$ cat config.mk
export PLATFORM = sky130hd
export DESIGN_NAME = if_stage
export DESIGN_NICKNAME = d
export VERILOG_FILES = /design/src/rtl/if_stage_pkg.sv /design/src/rtl/riscv_pkg.sv /design/src/rtl/if_stage_fetch_fifo.sv /design/src/rtl/if_stage.sv
export SDC_FILE = /design/constraint.sdc
export NUM_CORES = 1
export LEC_CHECK = 0
export ABC_AREA = 1
export BUFFER_PORTS_ARGS = -buffer_cell sky130_fd_sc_hd__buf_4
export CORE_ASPECT_RATIO = 0.6
export CORE_MARGIN = 3
export CORE_UTILIZATION = 40
export DETAILED_ROUTE_END_ITERATION = 12
export HOLD_SLACK_MARGIN = 0.03
export PLACE_DENSITY = 0.56
export SYNTH_ARGS = -nofsm -noshare
export SYNTH_HDL_FRONTEND = slang
export SYNTH_SLANG_ARGS = --single-unit
$ cat constraint.sdc
create_clock -name clk -period 5.8 [get_ports clk]
set_input_delay 0.29 -clock clk [delete_from_list [all_inputs] [get_ports clk]]
set_output_delay 0.29 -clock clk [all_outputs]
set_load 0.05 [all_outputs]
$ cat src/rtl/if_stage_pkg.sv
// Types and defaults shared by the instruction-fetch stage and its fetch buffer.
package if_stage_pkg;

   localparam int unsigned IF_FIFO_DEPTH = 4;
   localparam int unsigned IF_MAX_OUTST  = 2;

   typedef struct packed {
      logic [31:0] instr;
      logic [31:0] pc;
   } if_id_t;

   function automatic logic [31:0] word_align(input logic [31:0] addr);
      return {addr[31:2], 2'b00};
   endfunction

endpackage : if_stage_pkg

$ cat src/rtl/riscv_pkg.sv
// Shared RISC-V ISA constants used across the pipeline.
package riscv;

   localparam logic [31:0] I_NOP = 32'h0000_0013;  // addi x0, x0, 0

endpackage : riscv

$ cat src/rtl/if_stage_fetch_fifo.sv
// Synchronous fetch buffer holding {instr, pc} entries; flush empties it in one cycle.
module fetch_fifo
   import if_stage_pkg::*;
#(
   parameter  int unsigned DEPTH = IF_FIFO_DEPTH,
   localparam int unsigned PTR_W = $clog2(DEPTH),
   localparam int unsigned CNT_W = $clog2(DEPTH + 1)
) (
   input  logic             clk,
   input  logic             rst,
   input  logic             push_i,
   input  if_id_t           push_data_i,
   input  logic             pop_i,
   input  logic             flush_i,
   output if_id_t           head_o,
   output logic [CNT_W-1:0] count_o,
   output logic             full_o,
   output logic             empty_o
);

   if_id_t             mem_q [DEPTH];
   logic [PTR_W-1:0]   wr_ptr_q, wr_ptr_d;
   logic [PTR_W-1:0]   rd_ptr_q, rd_ptr_d;
   logic [CNT_W-1:0]   count_q,  count_d;
   logic               do_push;
   logic               do_pop;

   assign full_o  = (count_q == CNT_W'(DEPTH));
   assign empty_o = (count_q == '0);
   assign count_o = count_q;
   assign head_o  = mem_q[rd_ptr_q];

   // NOTE: every variable gets its default before any branch, so no path leaves it unassigned and no latch is inferred.
   always_comb begin
      do_pop   = pop_i & ~empty_o;
      do_push  = push_i & (~full_o | do_pop);
      wr_ptr_d = wr_ptr_q;
      rd_ptr_d = rd_ptr_q;
      count_d  = count_q;
      if (flush_i) begin
         wr_ptr_d = '0;
         rd_ptr_d = '0;
         count_d  = '0;
      end else begin
         if (do_push) wr_ptr_d = wr_ptr_q + 1'b1;
         if (do_pop)  rd_ptr_d = rd_ptr_q + 1'b1;
         count_d = count_q + CNT_W'(do_push) - CNT_W'(do_pop);
      end
   end

   // NOTE: sequential state uses non-blocking assignments so all flops update together on the edge.
   always_ff @(posedge clk) begin
      if (rst) begin
         wr_ptr_q <= '0;
         rd_ptr_q <= '0;
         count_q  <= '0;
      end else begin
         wr_ptr_q <= wr_ptr_d;
         rd_ptr_q <= rd_ptr_d;
         count_q  <= count_d;
      end
   end

   // NOTE: storage is not reset; an entry is only ever read after count says it was written.
   always_ff @(posedge clk) begin
      if (do_push && !flush_i) mem_q[wr_ptr_q] <= push_data_i;
   end

endmodule : fetch_fifo

$ cat src/rtl/if_stage.sv
// Instruction-fetch stage: PC generation, credit-limited imem requests, stale-response
// dropping after redirects, and a fetch buffer feeding decode.
module if_stage
   import if_stage_pkg::*;
#(
   parameter logic [31:0] RESET_PC   = 32'h0000_0000,
   parameter int unsigned FIFO_DEPTH = IF_FIFO_DEPTH,
   parameter int unsigned MAX_OUTST  = IF_MAX_OUTST
) (
   input  logic        clk,
   input  logic        rst,
   output logic        imem_req_o,
   output logic [31:0] imem_addr_o,
   input  logic        imem_gnt_i,
   input  logic        imem_rvalid_i,
   input  logic [31:0] imem_rdata_i,
   input  logic        redirect_i,
   input  logic [31:0] redirect_pc_i,
   output logic [31:0] instr_o,
   output logic [31:0] pc_o,
   output logic        valid_o,
   input  logic        ready_i
);

   localparam int unsigned CW  = $clog2(MAX_OUTST + 1);
   localparam int unsigned FCW = $clog2(FIFO_DEPTH + 1);

   logic [31:0]    fetch_pc_q, fetch_pc_d;
   logic [31:0]    resp_pc_q,  resp_pc_d;
   logic [CW-1:0]  outst_q,    outst_d;
   logic [CW-1:0]  drop_q,     drop_d;

   logic           gnt_fire;
   logic           rsp_ok;
   logic           credit_ok;
   logic           fifo_push;
   logic           fifo_pop;
   logic           fifo_flush;
   if_id_t         fifo_head;
   logic [FCW-1:0] fifo_count;
   logic           fifo_full;
   logic           fifo_empty;

   // A request is only issued if its response is guaranteed a buffer slot.
   assign credit_ok   = (32'(outst_q) + 32'(fifo_count) < 32'(FIFO_DEPTH))
                      & (32'(outst_q) < 32'(MAX_OUTST));
   assign imem_req_o  = ~rst & ~redirect_i & credit_ok;
   assign imem_addr_o = fetch_pc_q;
   assign gnt_fire    = imem_req_o & imem_gnt_i;
   assign rsp_ok      = imem_rvalid_i & (outst_q != '0);

   always_comb begin
      fetch_pc_d = fetch_pc_q;
      resp_pc_d  = resp_pc_q;
      drop_d     = drop_q;
      fifo_push  = 1'b0;
      fifo_flush = 1'b0;
      outst_d    = outst_q + CW'(gnt_fire) - CW'(rsp_ok);
      if (redirect_i) begin
         // Everything still in flight after this cycle belongs to the old path.
         fetch_pc_d = word_align(redirect_pc_i);
         resp_pc_d  = word_align(redirect_pc_i);
         drop_d     = outst_d;
         fifo_flush = 1'b1;
      end else begin
         if (gnt_fire) fetch_pc_d = fetch_pc_q + 32'd4;
         if (rsp_ok) begin
            if (drop_q != '0) begin
               drop_d = drop_q - 1'b1;
            end else begin
               fifo_push = 1'b1;
               resp_pc_d = resp_pc_q + 32'd4;
            end
         end
      end
   end

   always_ff @(posedge clk) begin
      if (rst) begin
         fetch_pc_q <= word_align(RESET_PC);
         resp_pc_q  <= word_align(RESET_PC);
         outst_q    <= '0;
         drop_q     <= '0;
      end else begin
         fetch_pc_q <= fetch_pc_d;
         resp_pc_q  <= resp_pc_d;
         outst_q    <= outst_d;
         drop_q     <= drop_d;
      end
   end

   assign fifo_pop = valid_o & ready_i & ~redirect_i;

   fetch_fifo #(
      .DEPTH (FIFO_DEPTH)
   ) u_fetch_fifo (
      .clk         (clk),
      .rst         (rst),
      .push_i      (fifo_push),
      .push_data_i ('{instr: imem_rdata_i, pc: resp_pc_q}),
      .pop_i       (fifo_pop),
      .flush_i     (fifo_flush),
      .head_o      (fifo_head),
      .count_o     (fifo_count),
      .full_o      (fifo_full),
      .empty_o     (fifo_empty)
   );

   assign valid_o = ~fifo_empty;
   assign instr_o = valid_o ? fifo_head.instr : riscv::I_NOP;
   assign pc_o    = valid_o ? fifo_head.pc    : 32'h0;

   a_no_spurious_rvalid : assert property (@(posedge clk) disable iff (rst)
      imem_rvalid_i |-> (outst_q != '0));
   a_push_has_room : assert property (@(posedge clk) disable iff (rst)
      fifo_push |-> ~fifo_full);
   a_drop_bounded : assert property (@(posedge clk) disable iff (rst)
      drop_q <= outst_q);

endmodule : if_stage

==> metrics.yaml <==
run_status:
  status: "completed"
clock_network:
  cts-resized-gates: 0
  cts-root-buf: "clkbuf_16"
  h-tree-depth: 1
  cts.sinks: 321
  clock_latency_ps: 560
  cts_inserted_buffers: 31
  path_clk_slew_ps: 70
  cts_max_path_buffers: 3
  cts_tree: "built"
  postCtsSetupBuffers: 0
route:
  drt_iter0_drc: 988
  num_vias: 11172
  vias_per_cell: 5.076
  drt_first_pass_iters: 5
  route.detailed.drc: 0
  totalWireLength_mm: 39.70
  postRouteAntennaNets: 0
  wl_per_cell_um: 18.04
floorplanning:
  top_level_ports: 168
  core_region_area_um2: 35280
  initial_core_util: 0.4094
  die_width_um: 251.3
  die_y_um: 153.2
  rows: 53
  die_area_um2: 38500
sta:
  hold_viol_final: 0
  rsz0062_at_grt: "no"
  setup_viol: 0
  setup-tns-final_ps: 0
  period_share: 0.5997
  period_minus_slack_ps: 3478
  fmax_ghz: 0.2875
  final-max-slew-violation-count: 0
  clock_skew_ps: 12.85
  tightestPinTransition_ps: 996.4
  max_slew_margin: 0.3347
layout:
  n_antenna_cell: 0
  area_growth_pct: 20.55
  nets: 1795
  multi_input_area_um2: 4883
  seqCellArea_um2: 8914
  fillers: 3256
  drive_gt1_frac: 0.1465
  final_util: 0.4935
critical_path:
  cp-end-kind: "output port"
  cp_top_family: "buffers and inverters"
  worstPathRequired_ps: 5510
  cp-start-kind: "flop"
  cpPeakStageDelay_ps: 700
  path_common_cell: "buf_4"
  crit_chain: "inv_2, buf_4, nor2_1, o311ai_0, buf_4"
  critPathKind: "reg -> out"
  crit_path_max_fanout: 54
  cp.arrival_ps: 3190
  worstPathBufferInverterCount: 3
  critPathSlowestCell: "inv_2"
synth:
  synthArstFlopShare: 0
  ys_seq_area_frac: 0.6168
  synth.cell_area_um2: 14440
  synth-edff-count: 248
  synth_top_area_cell: "edfxtp_1"
  synth-seq-cells: 321
  syn_inst: 1530
  postSynthAreaPerCell_um2: 9.440
  synth_warnings: 0
  yosys.cell_types.count: 40
  synth_flop_cell: "edfxtp_1"
  synthTopCellsByArea: "edfxtp_1 (52%), dfxtp_1 (10%), nor2_1 (9.6%), nand2_1 (6.6%), o21ai_0 (5.4%)"
  synth_top_area_frac: 0.5156
place:
  io_buffers: 161
  dp_hpwl_mm: 25.32
  place.gp.congestion: 0.9704
run:
  maxCapViolations: 0
global_route:
  grt_overflow: 0
  grt_pass1_vias: 10393
  grtUsageTotal: 0.2009
  grt_max_degree: 78
  antenna_found_initial: 0
  grt_pass1_wl_mm: 61.00
worst_hold_path:
  hold_path_class: "in -> reg"
power_and_ir_drop:
  ir_drop_mv: 0.2334
  power.density_nw_per_um2: 298.4
  total_leakage_power_nw: 6.524
final timing paths:
kind         slack [ps]  cells after the start                        end                startpoint
max reg2reg        2880                      7  u_fetch_fifo.mem_q[1][33]                 drop_q[0]
min                  60                      5            imem_addr_o[10]         redirect_pc_i[10]
max                2320                      5                 instr_o[1]                      flop
min reg2reg         460                      2                       flop  u_fetch_fifo.rd_ptr_q[1]
cells in the mapped netlist (2+ instances only):
cell type	instances
nor3_1	4
inv_2	5
nand3_2	2
o21ai_1	4
dfxtp_1	73
inv_1	85
buf_6	5
buf_2	19
a31oi_1	12
nor2_1	368
nand4_1	9
o211ai_2	4
nand2_1	255
edfxtp_1	248
nand3_1	52
o21ai_0	155
a21oi_1	104
nor2_4	3
xnor2_1	7
nand2_2	4
xor2_1	14
buf_4	6
clkbuf_1	40
o311ai_0	3
ha_1	12
o21bai_2	2
o21bai_1	2
nor2_2	7
nand3b_1	13
nand2_4	2
o22ai_1	2
timing repair:
action                                  CTS  global route
hold buffers                             43             0
endpoints found under the setup margin    0             0
hold endpoints to repair                139             0
final cells by class:
type,instances,share of cell area
clock buffer,44,0.04966
clock inverter,11,0.004959
inverter,91,0.01962
multi-input combinational,1050,0.2805
sequential,321,0.5120
tap,467,0.03356
timing repair buffer,217,0.09975
placed cells by master, fill, tap and decap left out, types with 7 or more instances in the layout:
cell type and n:
nor2_1 364, nand4_1 9, edfxtp_1 248, dfxtp_1 71
o21ai_0 155, inv_1 85, nand3b_1 13, nor2_2 7
nand3_1 52, a31oi_1 12, dlygate4sd3_1 43, nand2_1 255
clkbuf_1 9, xor2_1 14, clkbuf_16 31, ha_1 12
buf_4 174, a21oi_1 104, xnor2_1 7, nor2_4 7
logic make-up after synthesis:
| logic type | Yosys count | synth area share |
|---|---|---|
| other cells | 1 | 0.0002596 |
| buf+inv | 162 | 0.04791 |
| simple gates | 721 | 0.2038 |
| fa+ha+maj | 13 | 0.01178 |
| compound gates | 291 | 0.1066 |
| flops | 321 | 0.6168 |
| xor+xnor | 21 | 0.01274 |
power by group:
group,internal [W],switching (W)
sequential,0.00257,0.0000815
clock,0.00108,0.000846
combinational,0.000194,0.000423
registers in the layout, summed over array words and instances, names as in the netlist, named ones only:
signal / count
u_fetch_fifo.mem_q: 248
imem_addr_o: 30
resp_pc_q: 30
u_fetch_fifo.count_o: 3
drop_q: 2
outst_q: 2
u_fetch_fifo.rd_ptr_q: 2
u_fetch_fifo.wr_ptr_q: 2
through the flow:
stage | std cells | hold slack [ps] | setup WS (ps) | total power (W) | instance area (um2)
6_report | 2201 | 57.94 | 2322 | 0.005195 | 17410
5_1_grt | 2201 | 59.90 | 1995 | 0.005397 | 17410
4_1_cts | 2201 | 34.17 | 2235 | 0.005231 | 17410
3_5_place_dp | 2103 | 456.4 | 2802 | 0.003297 | 16030
3_3_place_gp | 2103 | 448.1 | 2776 | 0.003288 | 16030
2_1_floorplan | 1533 | 388.9 | 1425 | 0.003077 | 14450
worst reg2reg max path, stage by stage (launching register included):
cell	delay, ps
dfxtp_1	320
inv_1	60
ha_1	190
nand3_2	320
nor2_1	290
nand2_2	210
nor2_4	700
buf_4	470
layer usage:
metal	vias up	GRT usage	routed length [um]
li1	5521	-	-
met1	5300	0.3091	19550
met2	305	0.2948	16780
met3	46	0.04320	2736
met4	0	0.03338	632
met5	-	0	0
Power figures use the tool's default switching activity.
